--- config.mk ---
export PLATFORM = sky130hd
export DESIGN_NAME = led_cmd_ctrl
export DESIGN_NICKNAME = d
export VERILOG_FILES = /design/src/rtl/led_cmd_pkg.sv /design/src/rtl/led_blink_prescaler.sv /design/src/rtl/led_cmd_ctrl.sv
export SDC_FILE = /design/constraint.sdc
export NUM_CORES = 1
export LEC_CHECK = 0
export BUFFER_PORTS_ARGS = -buffer_cell sky130_fd_sc_hd__buf_4
export CORE_AREA = 2 2 39 41
export CTS_BUF_LIST = sky130_fd_sc_hd__clkbuf_4
export CTS_CLUSTER_SIZE = 24
export DETAILED_ROUTE_END_ITERATION = 10
export DIE_AREA = 0 0 41 43
export GPL_TIMING_DRIVEN = 0
export PLACE_DENSITY_LB_ADDON = 0.12
export SETUP_SLACK_MARGIN = 0.4
export SLEW_MARGIN = 0
export SYNTH_ARGS = -nofsm -noshare
export SYNTH_HDL_FRONTEND = slang
export SYNTH_SLANG_ARGS = --single-unit
--- constraint.sdc ---
create_clock -name Clock -period 2 [get_ports Clock]
set_input_delay 0.1 -clock Clock [delete_from_list [all_inputs] [get_ports Clock]]
set_output_delay 0.1 -clock Clock [all_outputs]
set_load 0.05 [all_outputs]
--- src/rtl/led_cmd_pkg.sv ---
// Shared encodings and command constants for the LED command controller.
// Blink support is compiled in when LED_CMD_BLINK_EN is defined.
package led_cmd_pkg;

  typedef enum logic [1:0] {
    LED_ON    = 2'd0,
    LED_OFF   = 2'd1,
    LED_BLINK = 2'd2
  } led_state_t;

  typedef enum logic {
    P_IDLE    = 1'b0,
    P_WAIT_CH = 1'b1
  } parser_state_t;

  localparam logic [7:0] CASE_OFFSET  = 8'h20;
  localparam logic [7:0] BLINK_PREFIX = 8'h2A;

endpackage

--- src/rtl/led_blink_prescaler.sv ---
// Free-running blink prescaler: phase toggles every BLINK_DIV cycles.
// Only instantiated when LED_CMD_BLINK_EN is defined.
module led_blink_prescaler #(
  parameter int BLINK_DIV = 25_000_000
) (
  input  logic Clock,
  input  logic Reset,
  output logic phase
);

  localparam int              CNT_W   = $clog2(BLINK_DIV);
  localparam logic [CNT_W-1:0] CNT_MAX = CNT_W'(BLINK_DIV - 1);

  logic [CNT_W-1:0] count_reg;
  logic             phase_reg;

  always_ff @(posedge Clock) begin
    if (Reset) begin
      count_reg <= '0;
      phase_reg <= 1'b0;
    end else if (count_reg == CNT_MAX) begin
      count_reg <= '0;
      phase_reg <= ~phase_reg;
    end else begin
      count_reg <= count_reg + 1'b1;
    end
  end

  assign phase = phase_reg;

endmodule

--- src/rtl/led_cmd_ctrl.sv ---
// Multi-channel LED controller driven by ASCII command bytes; active-low LED outputs.
// Define LED_CMD_BLINK_EN to add the '*'-prefixed BLINK command and the shared prescaler.
module led_cmd_ctrl
  import led_cmd_pkg::*;
#(
  parameter int         NUM_CH    = 3,
  parameter logic [7:0] CH_CHAR0  = 8'h72,
  parameter int         BLINK_DIV = 25_000_000
) (
  input  logic              Clock,
  input  logic              Reset,
  input  logic [7:0]        Cmd,
  input  logic              Cmd_Valid,
  output logic [NUM_CH-1:0] LED_n,
  output logic              Cmd_Hit
);

  if (NUM_CH < 1 || NUM_CH > 8) begin : g_bad_num_ch
    $error("led_cmd_ctrl: NUM_CH must be 1..8");
  end
  if (BLINK_DIV < 2) begin : g_bad_blink_div
    $error("led_cmd_ctrl: BLINK_DIV must be >= 2");
  end

  led_state_t        state_reg [NUM_CH];
  logic [NUM_CH-1:0] lower_hit;
  logic [NUM_CH-1:0] upper_hit;
  logic [NUM_CH-1:0] set_on;
  logic [NUM_CH-1:0] set_off;
  logic [NUM_CH-1:0] set_blink;
  logic              hit_next;
  logic              phase;

  for (genvar gi = 0; gi < NUM_CH; gi++) begin : g_match
    localparam logic [7:0] LOWER_CHAR = CH_CHAR0 + 8'(gi);
    localparam logic [7:0] UPPER_CHAR = LOWER_CHAR - CASE_OFFSET;
    assign lower_hit[gi] = (Cmd == LOWER_CHAR);
    assign upper_hit[gi] = (Cmd == UPPER_CHAR);
  end

`ifdef LED_CMD_BLINK_EN
  parser_state_t parser_reg;
  parser_state_t parser_next;

  led_blink_prescaler #(
    .BLINK_DIV (BLINK_DIV)
  ) u_prescaler (
    .Clock (Clock),
    .Reset (Reset),
    .phase (phase)
  );

  always_ff @(posedge Clock) begin
    if (Reset) parser_reg <= P_IDLE;
    else       parser_reg <= parser_next;
  end

  // Any valid byte in WAIT_CH ends the prefix; it is consumed, never re-decoded.
  always_comb begin
    parser_next = parser_reg;
    if (Cmd_Valid) begin
      unique case (parser_reg)
        P_IDLE:    if (Cmd == BLINK_PREFIX) parser_next = P_WAIT_CH;
        P_WAIT_CH: parser_next = P_IDLE;
        default:   parser_next = P_IDLE;
      endcase
    end
  end

  always_comb begin
    set_on    = '0;
    set_off   = '0;
    set_blink = '0;
    if (Cmd_Valid) begin
      if (parser_reg == P_IDLE) begin
        set_on  = upper_hit;
        set_off = lower_hit;
      end else begin
        set_blink = lower_hit | upper_hit;
      end
    end
  end
`else
  assign phase = 1'b0;

  always_comb begin
    set_on    = '0;
    set_off   = '0;
    set_blink = '0;
    if (Cmd_Valid) begin
      set_on  = upper_hit;
      set_off = lower_hit;
    end
  end
`endif

  assign hit_next = |(set_on | set_off | set_blink);

  for (genvar gi = 0; gi < NUM_CH; gi++) begin : g_chan
    always_ff @(posedge Clock) begin
      if (Reset)              state_reg[gi] <= LED_ON;
      else if (set_blink[gi]) state_reg[gi] <= LED_BLINK;
      else if (set_off[gi])   state_reg[gi] <= LED_OFF;
      else if (set_on[gi])    state_reg[gi] <= LED_ON;
    end

    assign LED_n[gi] = (state_reg[gi] == LED_OFF) |
                       ((state_reg[gi] == LED_BLINK) & phase);
  end

  always_ff @(posedge Clock) begin
    if (Reset) Cmd_Hit <= 1'b0;
    else       Cmd_Hit <= hit_next;
  end

endmodule

==> results of run 1 <==
[metal layers]
layer | part of all wire | GRT usage | up-vias
met4 | 0.012 | 0.100 | 0
met5 | 0 | 0 | -
met2 | 0.53 | 0.125 | 15
met1 | 0.38 | 0.0782 | 104
li1 | - | - | 122
met3 | 0.072 | 0.0157 | 2
[worst max path at each step]
stage / from / end / slack, ns / cells past startpoint
finish: Cmd[3] / state_reg[0]$_SDFFCE_PP0P_ / 0.95 / 3
global route: Cmd[3] / state_reg[0]$_SDFFCE_PP0P_ / 0.90 / 3
CTS: Cmd[3] / state_reg[0]$_SDFFCE_PP0P_ / 0.98 / 3
detailed placement: Cmd[3] / state_reg[0]$_SDFFCE_PP0P_ / 0.74 / 3
global placement: Cmd[3] / state_reg[0]$_SDFFCE_PP0P_ / 0.72 / 3
floorplan: Cmd[3] / state_reg[0]$_SDFFCE_PP0P_ / 0.93 / 2
[worst max-delay path, cell delays in order]
cell      delay, ns
buf_4          0.10
nand3b_1       0.32
o41ai_1        0.43
[cell usage in the layout (no fill, tap or decap)]
cell,synthesis,final
inv_1,1,1
o41ai_1,2,2
nor4_1,1,1
nand3b_1,2,2
buf_4,3,17
nor3_1,2,2
clkbuf_4,0,4
a2111oi_4,1,1
o31ai_1,1,1
edfxtp_1,3,3
nand4bb_1,1,1
or3b_4,1,1
nand2b_1,3,3
dfxtp_1,1,1
[cell type report]
cell class	count	area (um^2)
inverters	1	3.75
multi-input cells	14	125
plain buffers	3	22.5
flip-flops and latches	4	110
well taps	16	20.0
fillers	141	967
clock buffers	4	30.0
repair buffers	14	105
[power groups by stage]
stage / logic (uW) / registers (uW) / clock network, uW
floorplan: 30.6 / 95.0 / 0
global placement: 55.4 / 94.7 / 0
detailed placement: 56.4 / 94.9 / 0
CTS: 56.5 / 93.6 / 131
global route: 60.0 / 93.7 / 135
finish: 56.4 / 93.5 / 126
[cell families (layout without fill, tap and decap cells)]
logic type,after synthesis,after routing,synth area share
flip-flops,4,4,0.421
buffers and inverters,4,22,0.100
AND/OR/NAND/NOR,10,10,0.278
AO/OA/AOI/OAI,4,4,0.201
[per-stage QoR]
stage          worst slack [ns]  instance area [um^2]
6_report                  0.951                   417
5_1_grt                   0.900                   417
4_1_cts                   0.977                   417
3_5_place_dp              0.740                   387
3_3_place_gp              0.722                   387
2_1_floorplan             0.927                   262
==> flow_summary.yaml, run 1 <==
placement:
  place.gp.congestion: 0.773
  numPortBuffers: 14
  dp_hpwl_um: 471
  numPlacedInstances: 52
worst_hold_path:
  hp-class: "input port to flop"
  min_path_cells: 2
  min_to: "Cmd_Hit$_SDFF_PP0_"
  holdCritStartpoint: "Reset"
layout:
  instances_no_fill: 56
  area_delta_synth_final_pct: 59.3
  diodes: 0
  layout-drive-gt1-share: 0.575
  postLayoutCoreUtil: 0.301
  finalNetCount: 52
  largest_reg_flops: 3
power_and_ir_drop:
  p_int_uw: 208
  pwr-share-comb: 0.204
  swShare: 0.245
  p_per_area_nw_per_um2: 663
  power.share.clock: 0.457
  power_frac_seq: 0.339
  p_switching_uw: 67.7
  finalPower_uw: 276
  power.leakage_uw: 0.000162
  vdd_drop_max_uv: 154
routing:
  drt_first_pass_iters: 4
  drc: 0
  drt-initial-drc-count: 7
  drt-vias-per-instance: 4.34
  wl_um: 583
  wire_per_inst_um: 10.4
  vias: 243
  ant_nets: 0
die:
  io_pins: 15
  placementRows: 14
  die_w_um: 41
  initial_core_util: 0.189
  die-area_um2: 1760
  dieHeight_um: 43
  core_area_um2: 1380
sta:
  max-slew-margin-rel: 0.763
  fin_worst_hold_slack_ns: 0.0688
  period_needed_ns: 1.05
  rsz0062_at_grt: "false"
  hold_violations: 0
  setup_viol_count_final: 0
  worst_slew_pin_slew_ns: 0.352
  fmax_ghz: 0.954
  tns_ns: 0
  slew_viol_final: 0
  post-route-period-util: 0.524
clock_tree:
  cts_buffers: 3
  clkTransAtPathRegs_ns: 0.04
  htreeDepth: 1
  cts_resized: 0
  cts.sinks: 4
  post_cts_buffers: 0
  cts_root_buf: "clkbuf_4"
  cts_tree: "done"
  cts_max_path_buffers: 2
  cts_hold_buf: 0
logic_synthesis:
  synth_common_cells: "buf_4 (3), edfxtp_1 (3), nand2b_1 (3)"
  synth_fp_nets: 33
  synthFlopType: "edfxtp_1"
  synth_cells: 22
  ys_warn_count: 0
  ys_seq_area_frac: 0.421
  synth-async-reset-ratio: 0
  synth_cell_types: 13
  synth_edf_count: 3
  syn_area_per_cell_um2: 11.9
  ys_ff_latch: 4
  syn-cell-area_um2: 262
  yosys-top-cells-area: "edfxtp_1 (34%), a2111oi_4 (11%), buf_4 (8.6%), dfxtp_1 (7.7%), nand2b_1 (7.2%)"
  synth_top_area_share: 0.344
  synth_top_cell_by_area: "edfxtp_1"
global_routing:
  gr-usage-all-layers: 0.0827
  grt_pass1_wl_um: 903
  antenna_found_initial: 0
  grt_overflow: 0
  first_global_vias: 239
  grt_start_max_net_pins: 8
worst_setup_path:
  cp_data_required_time_ns: 1.91
  path_class: "input port to flop"
  worst_setup_path_start_kind: "input port"
  worstPathArrival_ns: 0.96
  path_max_fanout: 7
  critPathCaptureType: "flop"
outcome:
  outcome: "finished, final reports clean"
run:
  maxCapViolCount: 0
Power figures use the tool's default switching activity.
==> inputs of run 2 (changes only) <==
--- a/config.mk
+++ b/config.mk
@@ -5,6 +5,7 @@
 export SDC_FILE = /design/constraint.sdc
 export NUM_CORES = 1
 export LEC_CHECK = 0
+export ABC_AREA = 1
 export BUFFER_PORTS_ARGS = -buffer_cell sky130_fd_sc_hd__buf_4
 export CORE_AREA = 2 2 39 41
 export CTS_BUF_LIST = sky130_fd_sc_hd__clkbuf_4
==> constraint.sdc (replaced) <==
create_clock -name Clock -period 1 [get_ports Clock]
set_input_delay 0.05 -clock Clock [delete_from_list [all_inputs] [get_ports Clock]]
set_output_delay 0.05 -clock Clock [all_outputs]
set_load 0.05 [all_outputs]
==> run 2 against run 1 <==
Cell count is 27% higher. Largest cell class unchanged. Flip-flop and latch count stayed put. Sequential power is 100% higher. Setup slack worse by 0.87 ns. Synthesized cell count is 68% higher. Critical path type is now flop to output port. Wire length is 23% lower. Count of clock-buffer cells in the layout stayed put. Worst hold slack better by 0.0065 ns. Via count is 4.5% higher.
==> flow_summary.yaml, run 2 <==
outcome:
  outcome: "finished, final reports clean"
die:
  die-area_um2: 1760
  placementRows: 14
  core_area_um2: 1380
  initial_core_util: 0.180
  io_pins: 15
  die_w_um: 41
  dieHeight_um: 43
sta:
  hold_violations: 0
  worst_slew_pin_slew_ns: 0.107
  fin_worst_hold_slack_ns: 0.0753
  period_needed_ns: 0.921
  fmax_ghz: 1.09
  post-route-period-util: 0.921
  rsz0062_at_grt: "true"
  setup_viol_count_final: 0
  tns_ns: 0
  slew_viol_final: 0
  max-slew-margin-rel: 0.929
logic_synthesis:
  synth_cells: 37
  synth-async-reset-ratio: 0
  ys_ff_latch: 4
  synth_edf_count: 3
  synthSimpleGateAreaFrac: 0.362
  synthFlopType: "edfxtp_1"
  yosys.area_share.adder: 0
  synth_top_area_share: 0.362
  synth_top_family_by_area: "simple AND/OR/NAND/NOR gates"
  yosys-top-cells-area: "edfxtp_1 (36%), nand2_1 (23%), buf_4 (9.0%), nor2_1 (9.0%), dfxtp_1 (8.0%)"
  synth_common_cells: "nand2_1 (15), nor2_1 (6), inv_1 (5), buf_4 (3), edfxtp_1 (3)"
  syn_area_per_cell_um2: 6.73
  ys_seq_area_frac: 0.442
  synth_fp_nets: 48
  synth_top_cell_by_area: "edfxtp_1"
  synth_cell_types: 9
  syn-cell-area_um2: 249
  synth_compound_area_frac: 0
  synth_xor_area_frac: 0
  ys_warn_count: 0
  synthMuxAreaShare: 0
  yosysMostFrequentCell: "nand2_1"
global_routing:
  grt_overflow: 0
  first_global_vias: 249
  grt_pass1_wl_um: 772
  antenna_found_initial: 0
  gr-usage-all-layers: 0.0675
  grt_start_max_net_pins: 6
power_and_ir_drop:
  power_frac_seq: 0.334
  p_switching_uw: 135
  pwr-share-comb: 0.229
  p_int_uw: 426
  vdd_drop_max_uv: 352
  swShare: 0.241
  power.leakage_uw: 0.000244
  p_per_area_nw_per_um2: 1180
  power.share.clock: 0.437
worst_setup_path:
  cp_data_required_time_ns: 0.95
  cp-startpoint: "state_reg[2]$_SDFFCE_PN0P_"
  critPathCaptureType: "output port"
  worstPathArrival_ns: 0.87
  path_class: "flop to output port"
  path_max_fanout: 1
  worst_setup_path_start_kind: "flop"
clock_tree:
  clkTransAtPathRegs_ns: 0.04
  cts_buffers: 3
  htreeDepth: 1
  cts.sinks: 4
  cts_root_buf: "clkbuf_4"
  cts_tree: "done"
  cts_max_path_buffers: 2
layout:
  layout-drive-gt1-share: 0.618
  final_common_cell: "buf_4"
  seqCellArea_um2: 111
  multiInputGateArea_um2: 120
  nFillCells: 155
  diodes: 0
  design_area_um2: 475
  finalNetCount: 67
  largest_reg_flops: 3
  area_delta_synth_final_pct: 91.0
  instances_no_fill: 71
  mostFrequentLayoutCells: "buf_4 (11), nand2_1 (10), nor2_1 (5), buf_6 (4), clkbuf_4 (4)"
  postLayoutCoreUtil: 0.344
run:
  maxCapViolCount: 0
placement:
  dp_hpwl_um: 382
  numPlacedInstances: 67
  placed_cell_area_um2: 398
  numPortBuffers: 14
  place.gp.congestion: 0.709
routing:
  ant_nets: 0
  drt_first_pass_iters: 3
  drt-initial-drc-count: 5
  vias: 254
  wl_um: 446
  wire_per_inst_um: 6.28
  drc: 0
  drt-vias-per-instance: 3.58
worst_hold_path:
  hp-class: "input port to flop"
  holdCritStartpoint: "Reset"
## run 2: cell types whose count changed after synthesis, sizes merged, moves of 2 or more
| cell | change |
|---|---|
| inv | +6 |
| nand2 | +15 |
| nand2b | -3 |
| nand3b | -2 |
| nor2 | +7 |
| nor3 | -2 |
| o41ai | -2 |
## run 2: cell type report
type,instances,area share
Buffer,3,0.0553
Clock buffer,4,0.0632
Inverter,7,0.0763
Multi-Input combinational cell,23,0.253
Sequential cell,4,0.234
Tap cell,16,0.0421
Timing Repair Buffer,14,0.276
## run 2: power groups by stage
stage / registers, uW / clock network [uW] / logic, uW
3_5_place_dp: 190 / 0 / 113
2_1_floorplan: 190 / 0 / 61.1
4_1_cts: 187 / 254 / 121
5_1_grt: 188 / 268 / 139
6_report: 188 / 245 / 129
3_3_place_gp: 189 / 0 / 113
## run 2: cells by family (layout without fill, tap and decap cells)
logic type             count (synthesis)  in the layout
buffers and inverters                 10             28
flip-flops                             4              4
AND/OR/NAND/NOR                       23             23
## run 2: critical path: stages (launching register included)
cell	delay [ns]
edfxtp_1	0.37
buf_6	0.13
buf_8	0.14
## run 2: metal layers
metal / up-vias / wire length (um) / global-route usage
met3: 0 / 16 / 0.0157
met2: 6 / 259 / 0.103
met1: 107 / 170 / 0.0617
met4: 0 / 0 / 0.0800
met5: - / 0 / 0
li1: 141 / - / -
## run 2: timing repair
item / CTS / global route
buffers inserted: 0 / 0
endpoints found under the hold margin: 0 / 0
setup endpoints to repair: 6 / 7
pin swaps: 0 / 4
resized for setup: 6 / 7
hold buffers: 0 / 0
gates cloned: 0 / 0
## run 2: path summary, 6_finish.rpt
check	to	slack [ns]	cells past startpoint
worst max-delay path	LED_n[2]	0.08	2
worst min-delay path	Cmd_Hit$_SDFF_PP0_	0.08	4
## run 2: through the flow
| stage | total power [uW] | setup WS [ns] |
|---|---|---|
| after detailed placement | 303 | 0.132 |
| after global placement | 302 | 0.139 |
| after floorplan | 251 | 0.350 |
| final | 562 | 0.0793 |
| after global routing | 595 | 0.0555 |
| after CTS | 562 | 0.0784 |
==> inputs of run 3 (changes only) <==
==> constraint.sdc (replaced) <==
create_clock -name Clock -period 0.9 [get_ports Clock]
set_input_delay 0.045 -clock Clock [delete_from_list [all_inputs] [get_ports Clock]]
set_output_delay 0.045 -clock Clock [all_outputs]
set_load 0.05 [all_outputs]
==> run 3 against run 2 <==
The run now ends with negative setup slack left. Non-clock buffer count is 1 higher. Critical endpoint unchanged. Utilization up 5.6 points. Global-route usage increased by 0.91 points. Critical path type unchanged. Count of clock-buffer cells in the layout unchanged. Wire length is 13% higher. Critical path depth unchanged. Design area grew 16%. Sequential power grew 11%. Sequential share of layout area shrank 3.3 points. Worst hold slack got worse by 0.0010 ns. Power up 16%.
==> flow_summary.yaml, run 3 (same netlist as run 2, synthesis figures left out) <==
routing:
  vias: 276
  drt_first_pass_iters: 3
  drc: 0
  wl_um: 505
  drt-vias-per-instance: 3.83
  drt-initial-drc-count: 4
  ant_nets: 0
  wire_per_inst_um: 7.01
power_and_ir_drop:
  power_frac_seq: 0.320
  p_int_uw: 489
  power.leakage_uw: 0.000267
  vdd_drop_max_uv: 469
  p_switching_uw: 165
  pwr-share-comb: 0.258
  swShare: 0.252
  finalPower_uw: 654
  p_per_area_nw_per_um2: 1180
  power.share.clock: 0.421
layout:
  largest_reg_flops: 3
  final_common_cell: "buf_6"
  multiInputGateArea_um2: 155
  layout-drive-gt1-share: 0.768
  area_delta_synth_final_pct: 122
  diodes: 0
  postLayoutCoreUtil: 0.400
  nFillCells: 155
  seqCellArea_um2: 111
  finalNetCount: 68
  mostFrequentLayoutCells: "buf_6 (8), nand2_2 (7), buf_4 (6), nand2_1 (5)"
sta:
  hold_violations: 0
  period_needed_ns: 0.916
  layout_setup_ws_ns: -0.0162
  rsz0062_at_grt: "true"
  post-route-period-util: 1.02
  setup_viol_count_final: 3
  max-slew-margin-rel: 0.888
  tns_ns: -0.0336
  worst_slew_pin_slew_ns: 0.167
  fmax_ghz: 1.09
  slew_viol_final: 0
  fin_worst_hold_slack_ns: 0.0743
clock_tree:
  cts.sinks: 4
  htreeDepth: 1
  cts_root_buf: "clkbuf_4"
  cts_tree: "done"
  clkTransAtPathRegs_ns: 0.04
  cts_buffers: 3
  cts_hold_buf: 0
  cts_max_path_buffers: 2
worst_setup_path:
  critPathCaptureType: "output port"
  cp-startpoint: "state_reg[2]$_SDFFCE_PN0P_"
  worstPathArrival_ns: 0.87
  worst_setup_path_start_kind: "flop"
  path_class: "flop to output port"
  cp_slowest_stage_delay_ns: 0.37
  path_cells: "buf_6 -> buf_8"
  cp_data_required_time_ns: 0.85
  path_max_fanout: 1
  slowest_stage: "edfxtp_1"
global_routing:
  gr-usage-all-layers: 0.0765
  grt_pass1_wl_um: 876
  grt_start_max_net_pins: 6
  grt_overflow: 0
  antenna_found_initial: 0
  first_global_vias: 247
die:
  placementRows: 14
  io_pins: 15
  die-area_um2: 1760
  die_w_um: 41
  initial_core_util: 0.180
  core_area_um2: 1380
  dieHeight_um: 43
worst_hold_path:
  hp-class: "input port to flop"
  holdCritStartpoint: "Reset"
  min_path_cells: 4
placement:
  dp_hpwl_um: 388
  place_ws_ns: 0.0440
  numPortBuffers: 14
  place.gp.congestion: 0.755
run:
  maxCapViolCount: 0
outcome:
  outcome: "finished, violations left"
  violations: "negative setup slack"
==> run 3: changes by cell type in the layout (fill, tap and decap cells not counted), sizes merged <==
cell	delta
inv	-1
buf	+1
clkinv	+1
==> run 3: area by class of cell <==
cell class / count / area share
Buffer: 3 / 0.0611
Timing Repair Buffer: 15 / 0.292
Sequential cell: 4 / 0.201
Clock buffer: 4 / 0.0543
Inverter: 7 / 0.0747
Tap cell: 16 / 0.0362
Multi-Input combinational cell: 23 / 0.281
==> run 3: final timing paths <==
kind | to
worst max-delay path | LED_n[2]
worst min-delay path | Cmd_Hit$_SDFF_PP0_
==> run 3: through the flow <==
stage | area, um^2 | instances
after floorplan | 284 | 37
after global placement | 409 | 67
after detailed placement | 409 | 67
after CTS | 509 | 72
after global routing | 553 | 72
final | 553 | 72
==> run 3: per-layer routing <==
| layer | global-route usage | up-vias | routed length, um |
|---|---|---|---|
| met5 | 0 | - | 0 |
| met4 | 0.0600 | 0 | 0 |
| met3 | 0.0471 | 0 | 33 |
| met2 | 0.113 | 10 | 296 |
| met1 | 0.0714 | 124 | 174 |
| li1 | - | 142 | - |
==> run 3: what timing repair did <==
action	in CTS	in global routing
buffers inserted	1	0
gates resized for setup	18	12
endpoints found under the setup margin	7	9
gates cloned	0	0
pin swaps	9	9
==> run 3: power groups by stage <==
stage | clock [uW] | sequential, uW | combinational [uW]
2_1_floorplan | 0 | 213 | 72.4
4_1_cts | 284 | 209 | 152
6_report | 276 | 209 | 169
5_1_grt | 313 | 210 | 180
3_3_place_gp | 0 | 212 | 129
3_5_place_dp | 0 | 212 | 130
==> run 3: critical path, delay by kind of cell (launching register included) <==
kind | cells | cell delay (ns)
DFF | 1 | 0.37
buffers and inverters | 2 | 0.27
